## config.mk

```make
export PLATFORM = sky130hd
export DESIGN_NAME = rcpu_io_uart_tx
export DESIGN_NICKNAME = d
export VERILOG_FILES = /design/src/rtl/rcpu_io_pkg.sv /design/src/rtl/rcpu_io_fifo.sv /design/src/rtl/rcpu_io_uart_tx.sv
export SDC_FILE = /design/constraint.sdc
export NUM_CORES = 1
export LEC_CHECK = 0
export BUFFER_PORTS_ARGS = -buffer_cell sky130_fd_sc_hd__buf_2
export CORE_ASPECT_RATIO = 1.1
export CORE_MARGIN = 2
export CORE_UTILIZATION = 40
export DETAILED_ROUTE_END_ITERATION = 7
export PLACE_DENSITY_LB_ADDON = 0.2
export SLEW_MARGIN = 40
export SYNTH_ARGS = -nofsm -noshare
export SYNTH_HDL_FRONTEND = slang
export SYNTH_HIERARCHICAL = 1
export SYNTH_SLANG_ARGS = --single-unit
```

## constraint.sdc

```tcl
create_clock -name clk -period 3.7 [get_ports clk]
set_input_delay 0.37 -clock clk [delete_from_list [all_inputs] [get_ports clk]]
set_output_delay 0.37 -clock clk [all_outputs]
set_load 0.005 [all_outputs]
```

## src/rtl/rcpu_io_pkg.sv

```systemverilog
// Shared constants and types for the RCPU I/O UART transmitter.
package rcpu_io_pkg;

  // Register offsets from the block's base address.
  localparam logic [15:0] REG_DATA   = 16'd0;
  localparam logic [15:0] REG_STATUS = 16'd1;
  localparam logic [15:0] REG_DIV    = 16'd2;

  // STATUS register bit positions (count occupies bits [8:4]).
  localparam int STAT_BUSY  = 0;
  localparam int STAT_FULL  = 1;
  localparam int STAT_EMPTY = 2;
  localparam int STAT_OVF   = 3;
  localparam int STAT_COUNT = 4;

  // Serialiser states.
  typedef enum logic [1:0] {
    SER_IDLE  = 2'd0,
    SER_START = 2'd1,
    SER_DATA  = 2'd2,
    SER_STOP  = 2'd3
  } ser_state_t;

  // Assemble the STATUS word from its fields, zero-extended to 16 bits.
  function automatic logic [15:0] status_word(
    input logic [4:0] count,
    input logic       ovf,
    input logic       empty,
    input logic       full,
    input logic       busy
  );
    logic [15:0] w;
    w                     = '0;
    w[STAT_COUNT +: 5]    = count;
    w[STAT_OVF]           = ovf;
    w[STAT_EMPTY]         = empty;
    w[STAT_FULL]          = full;
    w[STAT_BUSY]          = busy;
    return w;
  endfunction

endpackage

```

## src/rtl/rcpu_io_fifo.sv

```systemverilog
// Small synchronous FIFO with combinational read of the head entry.
// A push while full is accepted only when a pop happens at the same edge.
module rcpu_io_fifo #(
  parameter  int WIDTH = 8,
  parameter  int DEPTH = 4,
  localparam int AW    = $clog2(DEPTH),
  localparam int CW    = AW + 1
) (
  input  logic             clk,
  input  logic             resetq,
  input  logic             push,
  input  logic             pop,
  input  logic [WIDTH-1:0] wdata,
  output logic [WIDTH-1:0] rdata,
  output logic             full,
  output logic             empty,
  output logic [CW-1:0]    count
);

  logic [WIDTH-1:0] mem [DEPTH];
  logic [AW-1:0]    wr_ptr;
  logic [AW-1:0]    rd_ptr;
  logic             do_push;
  logic             do_pop;

  assign do_pop  = pop && !empty;
  assign do_push = push && (!full || do_pop);

  assign full  = (count == CW'(DEPTH));
  assign empty = (count == '0);
  assign rdata = mem[rd_ptr];

  // Storage array; contents need no reset because the pointers define validity.
  always_ff @(posedge clk) begin
    if (do_push) begin
      mem[wr_ptr] <= wdata;
    end
  end

  // Pointers and occupancy count; depth is a power of two so pointers wrap freely.
  always_ff @(posedge clk) begin
    if (!resetq) begin
      wr_ptr <= '0;
      rd_ptr <= '0;
      count  <= '0;
    end else begin
      if (do_push) begin
        wr_ptr <= wr_ptr + AW'(1);
      end
      if (do_pop) begin
        rd_ptr <= rd_ptr + AW'(1);
      end
      case ({do_push, do_pop})
        2'b10:   count <= count + CW'(1);
        2'b01:   count <= count - CW'(1);
        default: count <= count;
      endcase
    end
  end

endmodule

```

## src/rtl/rcpu_io_uart_tx.sv

```systemverilog
// Memory-mapped 8N1 UART transmitter on the j1 I/O bus.
// Bus handshake: io_read_enable / io_write_enable are single-cycle strobes
// with no back-pressure; a read strobe at edge N yields io_read_data after
// edge N, held until the next read. Read and write in the same cycle are
// serviced independently.
module rcpu_io_uart_tx
  import rcpu_io_pkg::*;
#(
  parameter logic [15:0] BASE_ADDR   = 16'h0010,
  parameter logic [15:0] DEFAULT_DIV = 16'd434,
  parameter int          FIFO_DEPTH  = 4   // power of two, 2..16
) (
  input  logic        clk,
  input  logic        resetq,
  input  logic        io_read_enable,
  input  logic        io_write_enable,
  input  logic [0:15] io_addr,
  input  logic [0:15] io_write_data,
  output logic [0:15] io_read_data,
  output logic        uart_tx,
  output logic        tx_idle,
  output ser_state_t  dbg_state
);

  localparam int CW = $clog2(FIFO_DEPTH) + 1;

  // Bus decode
  logic [15:0] wdata_w;
  logic        sel_data;
  logic        sel_status;
  logic        sel_div;
  logic        wr_data;
  logic        wr_div;
  logic        rd_status;

  assign wdata_w    = io_write_data;
  assign sel_data   = (io_addr == BASE_ADDR + REG_DATA);
  assign sel_status = (io_addr == BASE_ADDR + REG_STATUS);
  assign sel_div    = (io_addr == BASE_ADDR + REG_DIV);
  assign wr_data    = io_write_enable && sel_data;
  assign wr_div     = io_write_enable && sel_div;
  assign rd_status  = io_read_enable && sel_status;

  // FIFO
  logic          fifo_pop;
  logic [7:0]    fifo_rdata;
  logic          fifo_full;
  logic          fifo_empty;
  logic [CW-1:0] fifo_count;

  rcpu_io_fifo #(
    .WIDTH (8),
    .DEPTH (FIFO_DEPTH)
  ) u_fifo (
    .clk    (clk),
    .resetq (resetq),
    .push   (wr_data),
    .pop    (fifo_pop),
    .wdata  (wdata_w[7:0]),
    .rdata  (fifo_rdata),
    .full   (fifo_full),
    .empty  (fifo_empty),
    .count  (fifo_count)
  );

  // Registers
  logic [15:0] div_q;
  logic        overflow_q;
  logic        overflow_set;
  logic        busy;
  logic [15:0] rd_mux;

  // A push into a full FIFO is lost unless a pop frees the slot at the same edge.
  assign overflow_set = wr_data && fifo_full && !fifo_pop;

  // Divisor register; zero would stall the bit timer, so it is stored as 1.
  always_ff @(posedge clk) begin
    if (!resetq) begin
      div_q <= DEFAULT_DIV;
    end else if (wr_div) begin
      div_q <= (wdata_w == 16'd0) ? 16'd1 : wdata_w;
    end
  end

  // Sticky overflow flag: set wins over the clear-on-read of STATUS.
  always_ff @(posedge clk) begin
    if (!resetq) begin
      overflow_q <= 1'b0;
    end else if (overflow_set) begin
      overflow_q <= 1'b1;
    end else if (rd_status) begin
      overflow_q <= 1'b0;
    end
  end

  // Read mux; unmapped and DATA addresses read as zero for OR-combining.
  always_comb begin
    rd_mux = '0;
    if (sel_status) begin
      rd_mux = status_word(5'(fifo_count), overflow_q, fifo_empty, fifo_full, busy);
    end else if (sel_div) begin
      rd_mux = div_q;
    end
  end

  // Registered read data, held between reads.
  always_ff @(posedge clk) begin
    if (!resetq) begin
      io_read_data <= '0;
    end else if (io_read_enable) begin
      io_read_data <= rd_mux;
    end
  end

  // Serialiser
  ser_state_t  state_q;
  ser_state_t  state_d;
  logic [15:0] bit_cnt_q;
  logic [15:0] frame_div_q;
  logic [2:0]  bit_idx_q;
  logic [7:0]  shift_q;
  logic [7:0]  shift_d;
  logic        bit_end;
  logic        tx_d;

  assign bit_end   = (bit_cnt_q == 16'd0);
  assign tx_idle   = fifo_empty && (state_q == SER_IDLE);
  assign busy      = !tx_idle;
  assign dbg_state = state_q;

  // FSM state register.
  always_ff @(posedge clk) begin
    if (!resetq) begin
      state_q <= SER_IDLE;
    end else begin
      state_q <= state_d;
    end
  end

  // FSM next-state logic; STOP chains straight into START when data is waiting.
  always_comb begin
    state_d = state_q;
    case (state_q)
      SER_IDLE:  if (!fifo_empty) state_d = SER_START;
      SER_START: if (bit_end) state_d = SER_DATA;
      SER_DATA:  if (bit_end && (bit_idx_q == 3'd7)) state_d = SER_STOP;
      SER_STOP:  if (bit_end) state_d = fifo_empty ? SER_IDLE : SER_START;
      default:   state_d = SER_IDLE;
    endcase
  end

  // FSM outputs: pop at frame start, next shift value and next line level.
  always_comb begin
    fifo_pop = !fifo_empty &&
               ((state_q == SER_IDLE) || ((state_q == SER_STOP) && bit_end));
    shift_d  = shift_q;
    if (fifo_pop) begin
      shift_d = fifo_rdata;
    end else if ((state_q == SER_DATA) && bit_end) begin
      shift_d = {1'b0, shift_q[7:1]};
    end
    tx_d = 1'b1;
    case (state_d)
      SER_START: tx_d = 1'b0;
      SER_DATA:  tx_d = shift_d[0];
      default:   tx_d = 1'b1;
    endcase
  end

  // Bit timer, bit index, shifter and the registered line driver.
  // The divisor is captured per frame so DIV writes only affect later frames.
  always_ff @(posedge clk) begin
    if (!resetq) begin
      bit_cnt_q   <= '0;
      frame_div_q <= DEFAULT_DIV;
      bit_idx_q   <= '0;
      shift_q     <= '0;
      uart_tx     <= 1'b1;
    end else begin
      shift_q <= shift_d;
      uart_tx <= tx_d;
      if (fifo_pop) begin
        frame_div_q <= div_q;
        bit_cnt_q   <= div_q - 16'd1;
      end else if (state_q != SER_IDLE) begin
        if (bit_end) begin
          bit_cnt_q <= frame_div_q - 16'd1;
        end else begin
          bit_cnt_q <= bit_cnt_q - 16'd1;
        end
      end
      if (state_q == SER_START) begin
        bit_idx_q <= '0;
      end else if ((state_q == SER_DATA) && bit_end) begin
        bit_idx_q <= bit_idx_q + 3'd1;
      end
    end
  end

endmodule
```

==> flow_summary.json, run 1 <==
{
  "status": "finished, final reports clean",
  "synthArstFlopShare_pct": 0,
  "antenna_found_initial": 0,
  "worst_skew_pair.late_latency_ps": 420,
  "drive_gt1_share_pct": 19.3,
  "synthCells": 613,
  "dpl.hpwl_um": 10300,
  "timing.fmax_mhz": 316,
  "dr.pass1.iters": 5,
  "drv_slew": 0,
  "drtIter0Drc": 356,
  "clk_pin_slew_ps": 60,
  "critPathCaptureType": "flip-flop",
  "post_cts_buffers": 0,
  "ys.flop_type": "dfxtp_1",
  "cp.arrival_ps": 3460,
  "ys_seq_area_share_pct": 47.4,
  "final.period_utilization_pct": 85.5,
  "grt_pass1_wl_um": 24000,
  "viasPerCell": 5.49,
  "root_buffer": "clkbuf_16",
  "finalWirelength_um": 14900,
  "core-area_um2": 13900,
  "hp-class": "input pin to flip-flop",
  "tritoncts": "done",
  "synth_area_um2": 5740,
  "syn_area_per_cell_um2": 9.37,
  "num-nets-final": 711,
  "yosysWarnings": 6,
  "clock_sinks": 120,
  "post_cts_resized": 0,
  "clock_skew_ps": 5.92,
  "path_max_fanout": 20,
  "power_density_nw_per_um2": 445,
  "cts_buffers": 17,
  "start_util_pct": 41.3,
  "syn_to_final_growth_pct": 18.4,
  "worst_pin_slew_ps": 623,
  "io_buffers": 55,
  "grt_max_degree": 43,
  "synth_cell_types": 74,
  "chipHeight_um": 130,
  "antenna_cells": 0,
  "ir_drop_mv": 0.279,
  "drv_cap": 0,
  "h-tree-depth": 4,
  "wl_per_cell_um": 17.1,
  "crit_required_ps": 3990,
  "num_vias": 4762,
  "setup-violations-final": 0,
  "fin_cells": 868,
  "postRouteAntennaNets": 0,
  "relSlewSlack_pct": 58.5,
  "whs_ps": 206,
  "final_hold_viol_count": 0,
  "worstSetupStartpointType": "flip-flop",
  "fin_tns_setup_ps": 0,
  "rows": 45,
  "grtUsageTotal_pct": 20.2,
  "placed_cells": 836,
  "power_leakage_nw": 2.51,
  "grt_overflow": 0,
  "synth_seq_cells": 120,
  "ios": 56,
  "synth_enable_flop_cells": 32,
  "grt_pass1_vias": 4570,
  "postCtsHoldBufs": 0,
  "synth.net_count": 657,
  "die_w_um": 118,
  "critPathKind": "flip-flop to flip-flop",
  "gp_congestion": 0.902,
  "drc": 0,
  "rsz0062_at_grt": "false",
  "die_area_um2": 15300,
  "clk_path_buf_depth": 2,
  "fin_crit_ps": 3160
}
[where the power goes]
part | switching, W | leakage, nW | internal, W | total [W]
Clock | 0.000648 | 0.282 | 0.000978 | 0.00163
Combinational | 0.0000365 | 1.23 | 0.0000183 | 0.0000548
Sequential | 0.00000000455 | 0.996 | 0.00135 | 0.00135
Total | 0.000685 | 2.51 | 0.00234 | 0.00303
[registers in the layout, summed over array words and instances (netlist names), 3 cells and up, named ones only]
register	count
io_read_data	16
bit_idx_q	3
u_fifo/mem	32
u_fifo/count	3
shift_q	8
frame_div_q	16
bit_cnt_q	16
div_q	16
[cell type report]
type,count,area [um^2]
clock buffer,18,450
clock inverter,14,135
fill,1316,7110
inverter,16,61.3
multi-input combinational,444,2820
sequential,120,2720
tap,188,235
timing repair buffer,68,373
[stage by stage]
step / instance area [um^2] / total power [W] / setup slack (ps) / util, %
floorplan: 5740 / 0.00139 / 354 / -
global placement: 6210 / 0.00143 / 647 / 44.6
detailed placement: 6220 / 0.00143 / 548 / 44.7
CTS: 6800 / 0.00306 / 535 / 48.9
global route: 6800 / 0.00312 / 314 / 48.9
finish: 6800 / 0.00303 / 538 / 48.9
[cell usage in the layout, fill, tap and decap left out, types with 3 or more instances in the layout]
cell type,netlist,routed
inv_1,15,15
nor4_1,10,10
o22a_1,3,3
buf_2,5,55
o21ai_0,16,16
nor2b_1,20,20
ha_1,7,7
nand3_1,22,22
edfxtp_1,32,32
nor3b_1,6,4
nand4_1,3,3
mux2i_1,12,12
and2_1,12,12
clkinv_2,1,3
nand2_1,93,93
a221oi_1,7,7
a211oi_1,11,11
dfxtp_1,88,88
nor3_1,15,15
xnor2_1,10,10
a21oi_1,49,49
nor2_1,59,59
buf_4,0,13
a31oi_1,10,10
clkbuf_16,0,18
o21a_1,6,6
inv_6,0,6
nor3_2,3,3
mux4_2,8,8
clkinvlp_4,0,3
o21ai_1,6,6
xor2_1,6,6
[cell families (layout without fill, tap and decap cells)]
logic type	count (synthesis)	after routing	synth area share [%]
XOR/XNOR	16	16	2.44
adder cells (fa/ha/maj)	8	8	1.87
buffers and inverters	49	116	3.59
flip-flops	120	120	47.4
AND/OR/NAND/NOR	263	263	23.0
multiplexers	22	22	5.66
AO/OA/AOI/OAI	135	135	16.1
[critical path: stages (launching register included)]
cell	delay, ps
dfxtp_1	400
nor3_1	370
and3b_1	280
a31oi_4	190
clkinv_2	310
nand2_1	230
o21a_1	150
ha_1	220
nand2_1	70
a2bb2oi_1	210
nor4_1	360
xnor2_1	160
a21oi_1	80
[path summary, 6_finish.rpt]
kind	endpoint	slack, ps	cells after the start	startpoint
setup / recovery	bit_cnt_q[12]	540	12	u_fifo/count[0]
hold / removal	u_fifo/mem[3][0]	210	1	io_write_data[15]
setup reg to reg	bit_cnt_q[12]	540	12	u_fifo/count[0]
hold reg to reg	frame_div_q[13]	460	2	frame_div_q[13]
[per-layer routing]
metal / track usage [%] / part of all wire (%) / up-vias
met5: 0 / 0 / -
met4: 9.57 / 2.8 / 0
met3: 4.84 / 5.4 / 25
met2: 31.5 / 45 / 155
met1: 26.5 / 47 / 2264
li1: - / - / 2318
[cell usage after synthesis, types with 2 or more instances]
library cell,n,area share [%]
nor2b_1,20,2.2
mux4_2,8,3.1
nand2_1,93,6.1
dfxtp_1,88,31
nor3_2,3,0.52
inv_1,15,0.98
nor3b_1,6,0.78
o22a_1,3,0.46
o21ai_0,16,1.4
nor4_4,2,0.74
a211oi_1,11,1.4
buf_2,5,0.44
edfxtp_1,32,17
nor3_1,15,1.3
nand2b_1,2,0.22
nand3_1,22,1.9
ha_1,7,1.5
a21oi_1,49,4.3
nand4_1,3,0.33
a31oi_1,10,1.1
xor2_1,6,0.92
buf_6,2,0.39
a221oi_1,7,1.1
clkbuf_1,25,1.6
nor4_2,2,0.44
and2_1,12,1.3
nor2_1,59,3.9
a21o_1,2,0.26
a311oi_1,2,0.31
o221ai_1,2,0.31
mux2i_1,12,2.1
and3_1,2,0.22
o21a_1,6,0.78
o21ai_1,6,0.52
nor4_1,10,1.1
xnor2_1,10,1.5
(Power assumes the default switching activity.)
==> run 2, diff against run 1 <==
--- a/config.mk
+++ b/config.mk
@@ -8,7 +8,7 @@
 export BUFFER_PORTS_ARGS = -buffer_cell sky130_fd_sc_hd__buf_2
 export CORE_ASPECT_RATIO = 1.1
 export CORE_MARGIN = 2
-export CORE_UTILIZATION = 40
+export CORE_UTILIZATION = 59
 export DETAILED_ROUTE_END_ITERATION = 7
 export PLACE_DENSITY_LB_ADDON = 0.2
 export SLEW_MARGIN = 40
==> run 2 against run 1 <==
  * Sequential cell count unchanged
  * Count of clock-buffer cells in the layout decreased by 1
  * Critical path depth unchanged
  * Power decreased by 1.7%
  * Sequential share of layout area increased by 0.82 points
  * Non-clock buffer count decreased by 4
  * Combinational power decreased by 3%
  * Register-to-register slack got worse by 190 ps
  * Cell area decreased by 2.0%
  * Clock skew increased by 4.8 ps
==> flow_summary.json, run 2 (synthesized netlist as in run 1, its figures left out) <==
{
  "status": "finished, final reports clean",
  "grt_pass1_vias": 4842,
  "dpl.hpwl_um": 9910,
  "clk_path_buf_depth": 2,
  "crit_start": "bit_cnt_q[0]",
  "antenna_cells": 0,
  "drv_cap": 0,
  "timing.fmax_mhz": 299,
  "antenna_found_initial": 0,
  "grt_pass1_wl_um": 23700,
  "relSlewSlack_pct": 48.4,
  "drv_slew": 0,
  "worst_path_max_delay_cell": "a2bb2oi_1",
  "ios": 56,
  "power_leakage_nw": 2.49,
  "final_hold_viol_count": 0,
  "cp_top_family": "simple AND/OR/NAND/NOR gates",
  "worst_skew_pair.late_latency_ps": 530,
  "regMostFlops": "u_fifo/mem",
  "layout_common_cells": "93 x nand2_1, 88 x dfxtp_1, 59 x nor2_1, 55 x buf_2, 49 x a21oi_1",
  "start_util_pct": 61.1,
  "worstSetupStartpointType": "flip-flop",
  "wl_per_cell_um": 18.3,
  "core-area_um2": 9400,
  "tritoncts": "done",
  "drtIter0Drc": 316,
  "die_w_um": 98.1,
  "h-tree-depth": 4,
  "critPathKind": "flip-flop to flip-flop",
  "grtUsageTotal_pct": 28.7,
  "num_vias": 4876,
  "clock_sinks": 120,
  "post_cts_resized": 0,
  "fin_tns_setup_ps": 0,
  "rows": 37,
  "clock_skew_ps": 10.7,
  "grt_overflow": 0,
  "power_density_nw_per_um2": 446,
  "cp_cell_sequence": "nor4_2 > and3_1 > a31oi_4 > clkinv_2 > nand2_1 > o21a_1 > ha_1 > nand2_1 > a2bb2oi_1 > nor4_1 > xnor2_1 > a21oi_1",
  "finalWirelength_um": 14500,
  "drive_gt1_share_pct": 18.6,
  "post_cts_buffers": 0,
  "io_buffers": 55,
  "fin_crit_ps": 3350,
  "drc": 0,
  "largest_register_ffs": 32,
  "gp_congestion": 0.923,
  "chipHeight_um": 107,
  "cts_buffers": 17,
  "crit_required_ps": 4110,
  "max_stage_delay_ps": 610,
  "rsz0062_at_grt": "false",
  "dpl_worst_slack_ps": 463,
  "dr.pass1.iters": 6,
  "crit_buf_inv": 1,
  "finalWorstSetupSlack_ps": 352,
  "syn_to_final_growth_pct": 16.1,
  "reg2reg_depth": 12,
  "path_max_fanout": 15,
  "postCtsHoldBufs": 0,
  "num-nets-final": 707,
  "hp-class": "input pin to flip-flop",
  "clk_pin_slew_ps": 60,
  "holdPathStages": 3,
  "die_area_um2": 10500,
  "worst_pin_slew_ps": 773,
  "postRouteAntennaNets": 0,
  "fill_cells": 693,
  "critPathCaptureType": "flip-flop",
  "layout_commonest_cell": "nand2_1",
  "worst-path-stages": 12,
  "cp_common_cell": "nand2_1",
  "min-delay-start": "io_write_data[4]",
  "setup-violations-final": 0,
  "grt_max_degree": 43,
  "final.period_utilization_pct": 90.5,
  "viasPerCell": 6.15,
  "cp.arrival_ps": 3750,
  "root_buffer": "clkbuf_8",
  "ir_drop_mv": 0.365,
  "worstReg2RegStart": "bit_cnt_q[0]"
}
run 2: changes by cell type in the layout (fill, tap and decap cells not counted), sizes merged:
cell,previous run,this run
buf,68,64
inv,22,25
clkbuf,18,17
clkinv,4,3
clkinvlp,3,2
run 2: worst register-to-register path, cell delays in order (launching register included):
cell and delay [ps]:
dfxtp_1 350, nor4_2 360, and3_1 480, a31oi_4 160, clkinv_2 230, nand2_1 140
o21a_1 130, ha_1 230, nand2_1 80, a2bb2oi_1 610, nor4_1 190, xnor2_1 200
a21oi_1 90
run 2: cell type report:
type / instances / area, um^2 / area share [%]
clock buffers: 17 / 414 / 6.21
clock inverters: 15 / 153 / 2.29
inverters: 16 / 61.3 / 0.920
multi-input cells: 444 / 2830 / 42.4
flip-flops and latches: 120 / 2720 / 40.8
well taps: 117 / 146 / 2.20
repair buffers: 64 / 343 / 5.14
run 2: path summary, 6_finish.rpt:
path                                         to  slack [ps]
worst max-delay path              bit_cnt_q[12]         350
worst min-delay path                  div_q[11]         100
worst max register to register    bit_cnt_q[12]         350
worst min register to register  frame_div_q[14]         460
run 2: per-layer routing:
metal	vias to the layer above	share of wire, %	track usage (%)
met5	-	0	0
met4	0	2.8	13.5
met3	35	8.1	7.73
met2	230	47	45.6
met1	2308	42	36.6
li1	2303	-	-
run 2: through the flow:
| step | total power [W] | hold WS, ps | std cells | cell area, um^2 | utilization, % |
|---|---|---|---|---|---|
| final | 0.00297 | 96.5 | 793 | 6670 | 70.9 |
| after global routing | 0.00306 | 82.8 | 793 | 6670 | 70.9 |
| after CTS | 0.00300 | 77.4 | 793 | 6660 | 70.9 |
| after detailed placement | 0.00143 | 451 | 761 | 6100 | 64.9 |
| after global placement | 0.00143 | 442 | 761 | 6090 | 64.8 |
| after floorplan | 0.00139 | 432 | 613 | 5740 | - |
run 2: where the power goes:
| part | internal, W | switching [W] | total (W) |
|---|---|---|---|
| registers | 0.00135 | 0.00000000453 | 0.00135 |
| clock network | 0.000916 | 0.000659 | 0.00158 |
| logic | 0.0000175 | 0.0000354 | 0.0000529 |
| total | 0.00228 | 0.000695 | 0.00297 |
